`src/rtl/tx_frame_scheduler_if.sv`:
```
// Requester and serializer signals of the shared IrDA byte transmitter.
interface tx_frame_scheduler_if;
  logic [3:0]  req;
  logic [31:0] req_data;
  logic [3:0]  ack;
  logic [1:0]  grant_id;
  logic        sched_busy;
  logic        tx_send_en;
  logic [7:0]  tx_din;
  logic        tx_busy;
  logic        err_timeout;

  // Scheduler side
  modport master (
    input  req, req_data, tx_busy,
    output ack, grant_id, sched_busy, tx_send_en, tx_din, err_timeout
  );

  // Requesters plus serializer side
  modport slave (
    output req, req_data, tx_busy,
    input  ack, grant_id, sched_busy, tx_send_en, tx_din, err_timeout
  );
endinterface

```
`src/rtl/tx_frame_scheduler.sv`:
```
// Round-robin scheduler feeding 2-byte frames (header, data) from 4 requesters
// into one byte serializer, with a start timeout that drops the frame.
module tx_frame_scheduler #(
  parameter logic [3:0]  HDR_TAG       = 4'hA,
  parameter int unsigned START_TIMEOUT = 16
) (
  input logic                  CLK_50M,
  input logic                  reset_n,
  tx_frame_scheduler_if.master bus
);
  localparam int unsigned N_REQ = 4;
  localparam int unsigned ID_W  = 2;
  localparam int unsigned CNT_W = 8;
  localparam logic [CNT_W-1:0] TOUT_LAST = CNT_W'(START_TIMEOUT - 1);

  typedef enum logic [1:0] {IDLE, SEND, WAIT_HI, WAIT_LO} state_t;

  state_t            state;
  logic              phase_dat;
  logic [ID_W-1:0]   ptr;
  logic [7:0]        data_reg;
  logic [CNT_W-1:0]  cnt;
  logic [ID_W-1:0]   winner_c;
  logic [7:0]        req_byte_c;

  // Round-robin pick: nearest set request after ptr, wrapping; scanned far-to-near
  always_comb begin
    winner_c = ptr;
    for (int i = N_REQ; i >= 1; i--) begin
      if (bus.req[ptr + ID_W'(i)]) winner_c = ptr + ID_W'(i);
    end
    req_byte_c = bus.req_data[{winner_c, 3'b000} +: 8];
  end

  // Frame sequencer: grant, header/data sends, serializer handshake, timeout
  always_ff @(posedge CLK_50M) begin
    if (!reset_n) begin
      state           <= IDLE;
      phase_dat       <= 1'b0;
      ptr             <= ID_W'(N_REQ - 1);
      data_reg        <= '0;
      cnt             <= '0;
      bus.ack         <= '0;
      bus.grant_id    <= '0;
      bus.sched_busy  <= 1'b0;
      bus.tx_send_en  <= 1'b0;
      bus.tx_din      <= '0;
      bus.err_timeout <= 1'b0;
    end else begin
      bus.ack         <= '0;
      bus.tx_send_en  <= 1'b0;
      bus.err_timeout <= 1'b0;
      case (state)
        IDLE: begin
          if (|bus.req) begin
            bus.ack[winner_c] <= 1'b1;
            bus.grant_id      <= winner_c;
            ptr               <= winner_c;
            data_reg          <= req_byte_c;
            bus.sched_busy    <= 1'b1;
            phase_dat         <= 1'b0;
            state             <= SEND;
          end
        end
        SEND: begin
          bus.tx_send_en <= 1'b1;
          bus.tx_din     <= phase_dat ? data_reg : {HDR_TAG, 2'b00, bus.grant_id};
          cnt            <= '0;
          state          <= WAIT_HI;
        end
        WAIT_HI: begin
          if (bus.tx_busy) begin
            state <= WAIT_LO;
          end else if (cnt == TOUT_LAST) begin
            bus.err_timeout <= 1'b1;
            bus.sched_busy  <= 1'b0;
            state           <= IDLE;
          end else begin
            cnt <= cnt + CNT_W'(1);
          end
        end
        WAIT_LO: begin
          if (!bus.tx_busy) begin
            if (!phase_dat) begin
              phase_dat <= 1'b1;
              state     <= SEND;
            end else begin
              bus.sched_busy <= 1'b0;
              state          <= IDLE;
            end
          end
        end
        default: state <= IDLE;
      endcase
    end
  end
endmodule

```
`src/flat_wrapper.sv`:
```
// flat-port wrapper written by rule: the top's interface ports become plain ports
module tx_frame_scheduler_flat 
#(
  parameter logic [3:0]  HDR_TAG       = 4'hA,
  parameter int unsigned START_TIMEOUT = 16
)
  (CLK_50M, reset_n, bus_req, bus_req_data, bus_tx_busy, bus_ack, bus_grant_id, bus_sched_busy, bus_tx_send_en, bus_tx_din, bus_err_timeout);
  tx_frame_scheduler_if bus_i ();
  input logic CLK_50M;
  input logic reset_n;
  input wire logic [$bits(bus_i.req)-1:0] bus_req;
  input wire logic [$bits(bus_i.req_data)-1:0] bus_req_data;
  input wire logic [$bits(bus_i.tx_busy)-1:0] bus_tx_busy;
  output wire logic [$bits(bus_i.ack)-1:0] bus_ack;
  output wire logic [$bits(bus_i.grant_id)-1:0] bus_grant_id;
  output wire logic [$bits(bus_i.sched_busy)-1:0] bus_sched_busy;
  output wire logic [$bits(bus_i.tx_send_en)-1:0] bus_tx_send_en;
  output wire logic [$bits(bus_i.tx_din)-1:0] bus_tx_din;
  output wire logic [$bits(bus_i.err_timeout)-1:0] bus_err_timeout;
  assign bus_i.req = bus_req;
  assign bus_i.req_data = bus_req_data;
  assign bus_i.tx_busy = bus_tx_busy;
  assign bus_ack = bus_i.ack;
  assign bus_grant_id = bus_i.grant_id;
  assign bus_sched_busy = bus_i.sched_busy;
  assign bus_tx_send_en = bus_i.tx_send_en;
  assign bus_tx_din = bus_i.tx_din;
  assign bus_err_timeout = bus_i.err_timeout;
  tx_frame_scheduler #(.HDR_TAG(HDR_TAG), .START_TIMEOUT(START_TIMEOUT)) u_core (.CLK_50M(CLK_50M), .reset_n(reset_n), .bus(bus_i));
endmodule
```
`config.mk`:
```
export PLATFORM = sky130hd
export DESIGN_NAME = tx_frame_scheduler_flat
export DESIGN_NICKNAME = d
export VERILOG_FILES = /design/src/rtl/tx_frame_scheduler_if.sv /design/src/rtl/tx_frame_scheduler.sv /design/src/flat_wrapper.sv
export SDC_FILE = /design/constraint.sdc
export NUM_CORES = 1
export LEC_CHECK = 0
export ABC_AREA = 1
export CORE_ASPECT_RATIO = 1.75
export CORE_MARGIN = 8
export CORE_UTILIZATION = 47
export CTS_CLUSTER_SIZE = 10
export DETAILED_ROUTE_END_ITERATION = 6
export PLACE_DENSITY = 0.84
export SKIP_CTS_REPAIR_TIMING = 1
export SLEW_MARGIN = 30
export SYNTH_ARGS = -nofsm -noshare
export SYNTH_HDL_FRONTEND = slang
export SYNTH_SLANG_ARGS = --single-unit
```
`constraint.sdc`:
```
create_clock -name CLK_50M -period 2.3 [get_ports CLK_50M]
set_clock_uncertainty 0.1 [all_clocks]
set_input_delay 0.575 -clock CLK_50M [delete_from_list [all_inputs] [get_ports CLK_50M]]
set_output_delay 0.575 -clock CLK_50M [all_outputs]
set_load 0.02 [all_outputs]
```
==> results of run 1 <==
[per-layer routing]
| layer | GRT usage | up-vias | part of all wire |
|---|---|---|---|
| li1 | - | 1073 | - |
| met1 | 0.152 | 931 | 0.38 |
| met2 | 0.290 | 52 | 0.55 |
| met3 | 0.0351 | 12 | 0.046 |
| met4 | 0.0946 | 0 | 0.028 |
| met5 | 0 | - | 0 |
[worst min-delay path by stage]
stage | cells after the start | startpoint | to
global placement | 2 | u_core.bus.tx_din[7] | u_core.bus.tx_din[7]
CTS | 2 | u_core.bus.tx_din[7] | u_core.bus.tx_din[7]
floorplan | 2 | u_core.cnt[2] | u_core.cnt[2]
global route | 2 | u_core.bus.tx_din[7] | u_core.bus.tx_din[7]
detailed placement | 2 | u_core.bus.tx_din[7] | u_core.bus.tx_din[7]
finish | 2 | u_core.bus.tx_din[7] | u_core.bus.tx_din[7]
[cell families after synthesis]
group	after synthesis	synth area share
adder cells (fa/ha/maj)	1	0.00631
AND/OR/NAND/NOR	164	0.384
AO/OA/AOI/OAI	39	0.119
XOR/XNOR	2	0.00883
flip-flops	38	0.384
buffers and inverters	42	0.0984
[cell type report]
type	instances	area [um^2]	share of cell area
tap	49	61.3	0.0230
inverter	28	108	0.0403
timing repair buffer	66	633	0.237
sequential	38	761	0.285
clock buffer	5	68.8	0.0258
clock inverter	2	10.0	0.00375
multi-input combinational	206	1030	0.385
[critical path, delay by kind of cell]
family / cells / cell delay, ps
buffers and inverters: 3 / 610
and+or+nand+nor: 11 / 1030
[metrics by stage]
stage	instances	setup slack, ps	hold WS, ps	TNS [ps]	util
3_5_place_dp	387	-124	347	-776	0.630
5_1_grt	394	22.0	374	0	0.649
6_report	394	159	354	0	0.649
2_1_floorplan	286	563	343	0	-
4_1_cts	394	168	358	0	0.649
3_3_place_gp	387	-42.6	335	-258	0.630
[cells in the final DEF (no fill, tap or decap), types with 6 or more instances in the layout]
master           count
inv_1               24
nand3_1             28
clkdlybuf4s50_1     55
nand2_2              6
nor3_1               6
nand2_1             65
dfxtp_1             38
nor2_1              34
nand4_1             15
buf_4               11
o21ai_0             18
a21oi_1             10
[where the power goes]
part	total, mW	switching (mW)	leakage (nW)	internal (mW)
Clock	0.421	0.218	0.0438	0.203
Combinational	2.08	1.29	0.802	0.785
Sequential	0.917	0.106	0.311	0.811
==> out/metrics.cfg, run 1 <==
[logic_synthesis]
yosys_warnings=0
ys_top_cells_by_count=nand2_1 (65), dfxtp_1 (38), nor2_1 (34)
yosysTopAreaCellShare=0.384
syn_nets=326
synth-edff-count=0
ys_ff_latch=38
avgSynthCellArea_um2=6.93
ys_seq_area_frac=0.384
yosysTopAreaCell=dfxtp_1
ys_top_cells_by_area=dfxtp_1 (38%), nand2_1 (12%), nand3_1 (7.1%)
yosysMostFrequentCell=nand2_1
synth_cell_types=29
syn_area_mm2=0.00198
syn_inst=286
async_reset_ff_frac=0
ys.flop_type=dfxtp_1

[cells_and_area]
fillers=390
post_route_cells_drive_above_1_share=0.0986
layout.nets=385
final_area_mm2=0.00267
area_growth_pct=34.6
num_antenna_cells=0

[detailed_routing]
drt_iter0_drc=54
drc=0
wl_per_cell_um=12.6
ant_nets=0
viasPerCell=5.25
dr.pass1.iters=4
vias=2068
drt_wl_total_mm=4.96

[floorplan]
start_util=0.482
num_rows=31
die_height_um=102
die_x_um=65.1
core_area_mm2=0.00411
die_area_mm2=0.00664
ios=56

[timing]
period_needed_ps=2140
hold_viol=0
setup_viol_count_final=0
fmax_ghz=0.467
timing.slew.headroom=0.689
worst_pin_slew_ps=462
final_max_slew_viol_count=0
fin_crit_sh=0.931
rsz0062_at_grt=no

[placed_design]
portBuffers=55
post-dp-hpwl_mm=4.01
place_area_mm2=0.00259
gp_congestion=0.885

[setup_path]
critPathCapture=u_core.data_reg[2]
path_cells=clkdlybuf4s50_1, inv_1, nand2_1, nand3_1, nand2_1, inv_1, nand2_1, nand2_1, nand2_2, nand2_4, nand3_1, nand3_1, nor2_1, nor2_1
crit_start=bus_req[1]
r2r_slack_ps=350
worstRegToRegCells=13
reg2reg_to=u_core.data_reg[2]
cp-start-kind=input port
critPathRequiredTime_ps=2380
crit_top_cell=nand2_1
path_class=input port to register
endpoint_kind=register
cp_data_arrival_time_ps=2220
r2r-start=u_core.ptr[0]
slowest_delay_ps=520
crit_path_max_fanout=21
cp_slowest_cell=clkdlybuf4s50_1

[global_route]
grt_pass1_vias=2064
grt_use_total=0.157
grt-ovfl-total=0
grt_max_degree=24
antenna_found_initial=0
grt_pass1_wl_mm=8.55

[clock_network]
clock-sinks=38
h-tree-depth=2
clock_latency_ps=290
tritoncts=yes
cts_root_buf=clkbuf_8
path_clk_slew_ps=70
clockBufferDepth=2
cts_made_buffers=5

[power_and_ir_drop]
ir_drop_mv=1.73
power.density_mw_per_mm2=1280
p_total_mw=3.41
power.leakage_nw=1.16

[run]
max_cap_viol_count=0

[run_status]
status=completed

[hold_path]
hold_path_class=register to register

Power figures use the tool's default switching activity.
==> inputs of run 2 (changes only) <==
- REMOVE_ABC_BUFFERS: not set -> 1
- clock period: 2.3 -> 2.2 ns (I/O delays scaled with it)
==> run 2 against run 1 <==
- setup slack better by 39 ps
- sequential power up 5.2%
- wire length up 10%
- critical path depth down 2
- clock-buffer cell count unchanged
- via count up 4.1%
- clock power up 6.2%
- final area up 5.5%
- combinational power up 31%
- register-to-register slack worse by 150 ps
- critical endpoint unchanged
==> out/metrics.cfg, run 2 (same netlist as run 1, synthesis figures left out) <==
[setup_path]
cp_slowest_cell=dfxtp_1
path_class=register to register
crit_path_max_fanout=8
cp-start-kind=register
r2r-start=u_core.ptr[0]
path_cells=inv_4, nand2_2, nand2_2, nand2_1, nand2_1, nand2_2, nand3_4, clkbuf_16, nand4_1, nand3_1, nor2_1, nor2_1
endpoint_kind=register
cp_data_arrival_time_ps=2080
crit_start=u_core.ptr[0]
critPathTopFamily=simple AND/OR/NAND/NOR gates
cp_num_buf_inv=2
slowest_delay_ps=550
critPathRequiredTime_ps=2280
crit_top_cell=nand2_2

[placed_design]
dp_slack_ps=-167
portBuffers=55
gp_congestion=0.913
place_area_mm2=0.00266
post-dp-hpwl_mm=4.20

[cells_and_area]
final_area_mm2=0.00282
layout_commonest_cell=nand2_1
area_growth_pct=42.0
layout.nets=394
finalCoreUtilization=0.685
post_route_cells_drive_above_1_share=0.130
num_antenna_cells=0
layout_common_cells=nand2_1 (63), clkdlybuf4s50_1 (51), dfxtp_1 (38), nor2_1 (33), nand3_1 (28)

[timing]
setup_viol_count_final=0
timing.slew.headroom=0.734
period_needed_ps=2000
timing.final.ws_setup_ps=198
fmax_ghz=0.500
fin_crit_sh=0.910
hold_viol=0
final_max_slew_viol_count=0
fin_hold_ws_ps=350
worst_pin_slew_ps=397

[clock_network]
cts_root_buf=clkbuf_8
h-tree-depth=2
clock_latency_ps=290
tritoncts=yes
cts_made_buffers=5
clockBufferDepth=2
path_clk_slew_ps=70
clock-sinks=38

[power_and_ir_drop]
power.density_mw_per_mm2=1470
seqPwrFrac=0.233
power_frac_comb=0.659
p_sw_frac=0.459
p_switching_mw=1.90
power.leakage_nw=1.26
ir_drop_mv=1.26
clkPwrFrac=0.108
p_int_mw=2.23

[global_route]
grt_max_degree=24
grt_pass1_wl_mm=8.89
grt_pass1_vias=2146
grt-ovfl-total=0
grt_use_total=0.164
antenna_found_initial=0

[floorplan]
core_area_mm2=0.00411
die_height_um=102
start_util=0.482
ios=56
die_x_um=65.1
num_rows=31
die_area_mm2=0.00664

[detailed_routing]
drt_iter0_drc=83
wl_per_cell_um=13.5
drc=0
dr.pass1.iters=4
ant_nets=0
drt_wl_total_mm=5.45
viasPerCell=5.34
vias=2153

[hold_path]
min_from=u_core.bus.tx_din[7]
hold_path_class=register to register

[run_status]
status=completed

[run]
max_cap_viol_count=0

[run 2: metal layers]
metal	up-vias	GRT usage	part of all wire
met2	69	0.319	0.58
met3	13	0.0395	0.045
li1	1083	-	-
met5	-	0	0
met1	988	0.149	0.35
met4	0	0.0861	0.025
[run 2: worst paths after layout]
check	end	slack [ps]	depth (start not counted)
worst max-delay path	u_core.data_reg[2]	200	12
worst min-delay path	u_core.bus.tx_din[7]	350	2
worst max register to register	u_core.data_reg[2]	200	12
worst min register to register	u_core.bus.tx_din[7]	350	2
[run 2: power groups by stage]
stage	clock, mW	sequential [mW]	combinational, mW
detailed placement	0	0.974	2.39
floorplan	0	1.03	1.41
global placement	0	0.969	2.34
global route	0.474	0.986	3.01
finish	0.447	0.965	2.72
CTS	0.448	0.960	2.40
[run 2: tightest hold or removal path, delay by kind of cell (launching register included)]
kind | cells | cell delay (ps)
flip-flops | 1 | 310
AND/OR/NAND/NOR | 2 | 100
[run 2: cell type report]
cell class | instances | area (um^2)
clock buffer | 5 | 68.8
clock inverter | 2 | 10.0
fill | 356 | 1290
inverter | 28 | 108
multi-input combinational | 207 | 1070
sequential | 38 | 761
tap | 49 | 61.3
timing repair buffer | 74 | 741
[run 2: metrics by stage]
step | cells | setup TNS (ps) | power [mW]
global placement | 394 | -948 | 3.31
finish | 403 | 0 | 4.13
detailed placement | 394 | -1580 | 3.36
CTS | 401 | 0 | 3.81
global route | 403 | -2.79 | 4.47
floorplan | 272 | 0 | 2.44
==> inputs of run 3 (changes only) <==
- SLEW_MARGIN: 30 -> not set
==> results of run 3 <==
No change in the layout: final DEF, timing and power equal those of run 2.
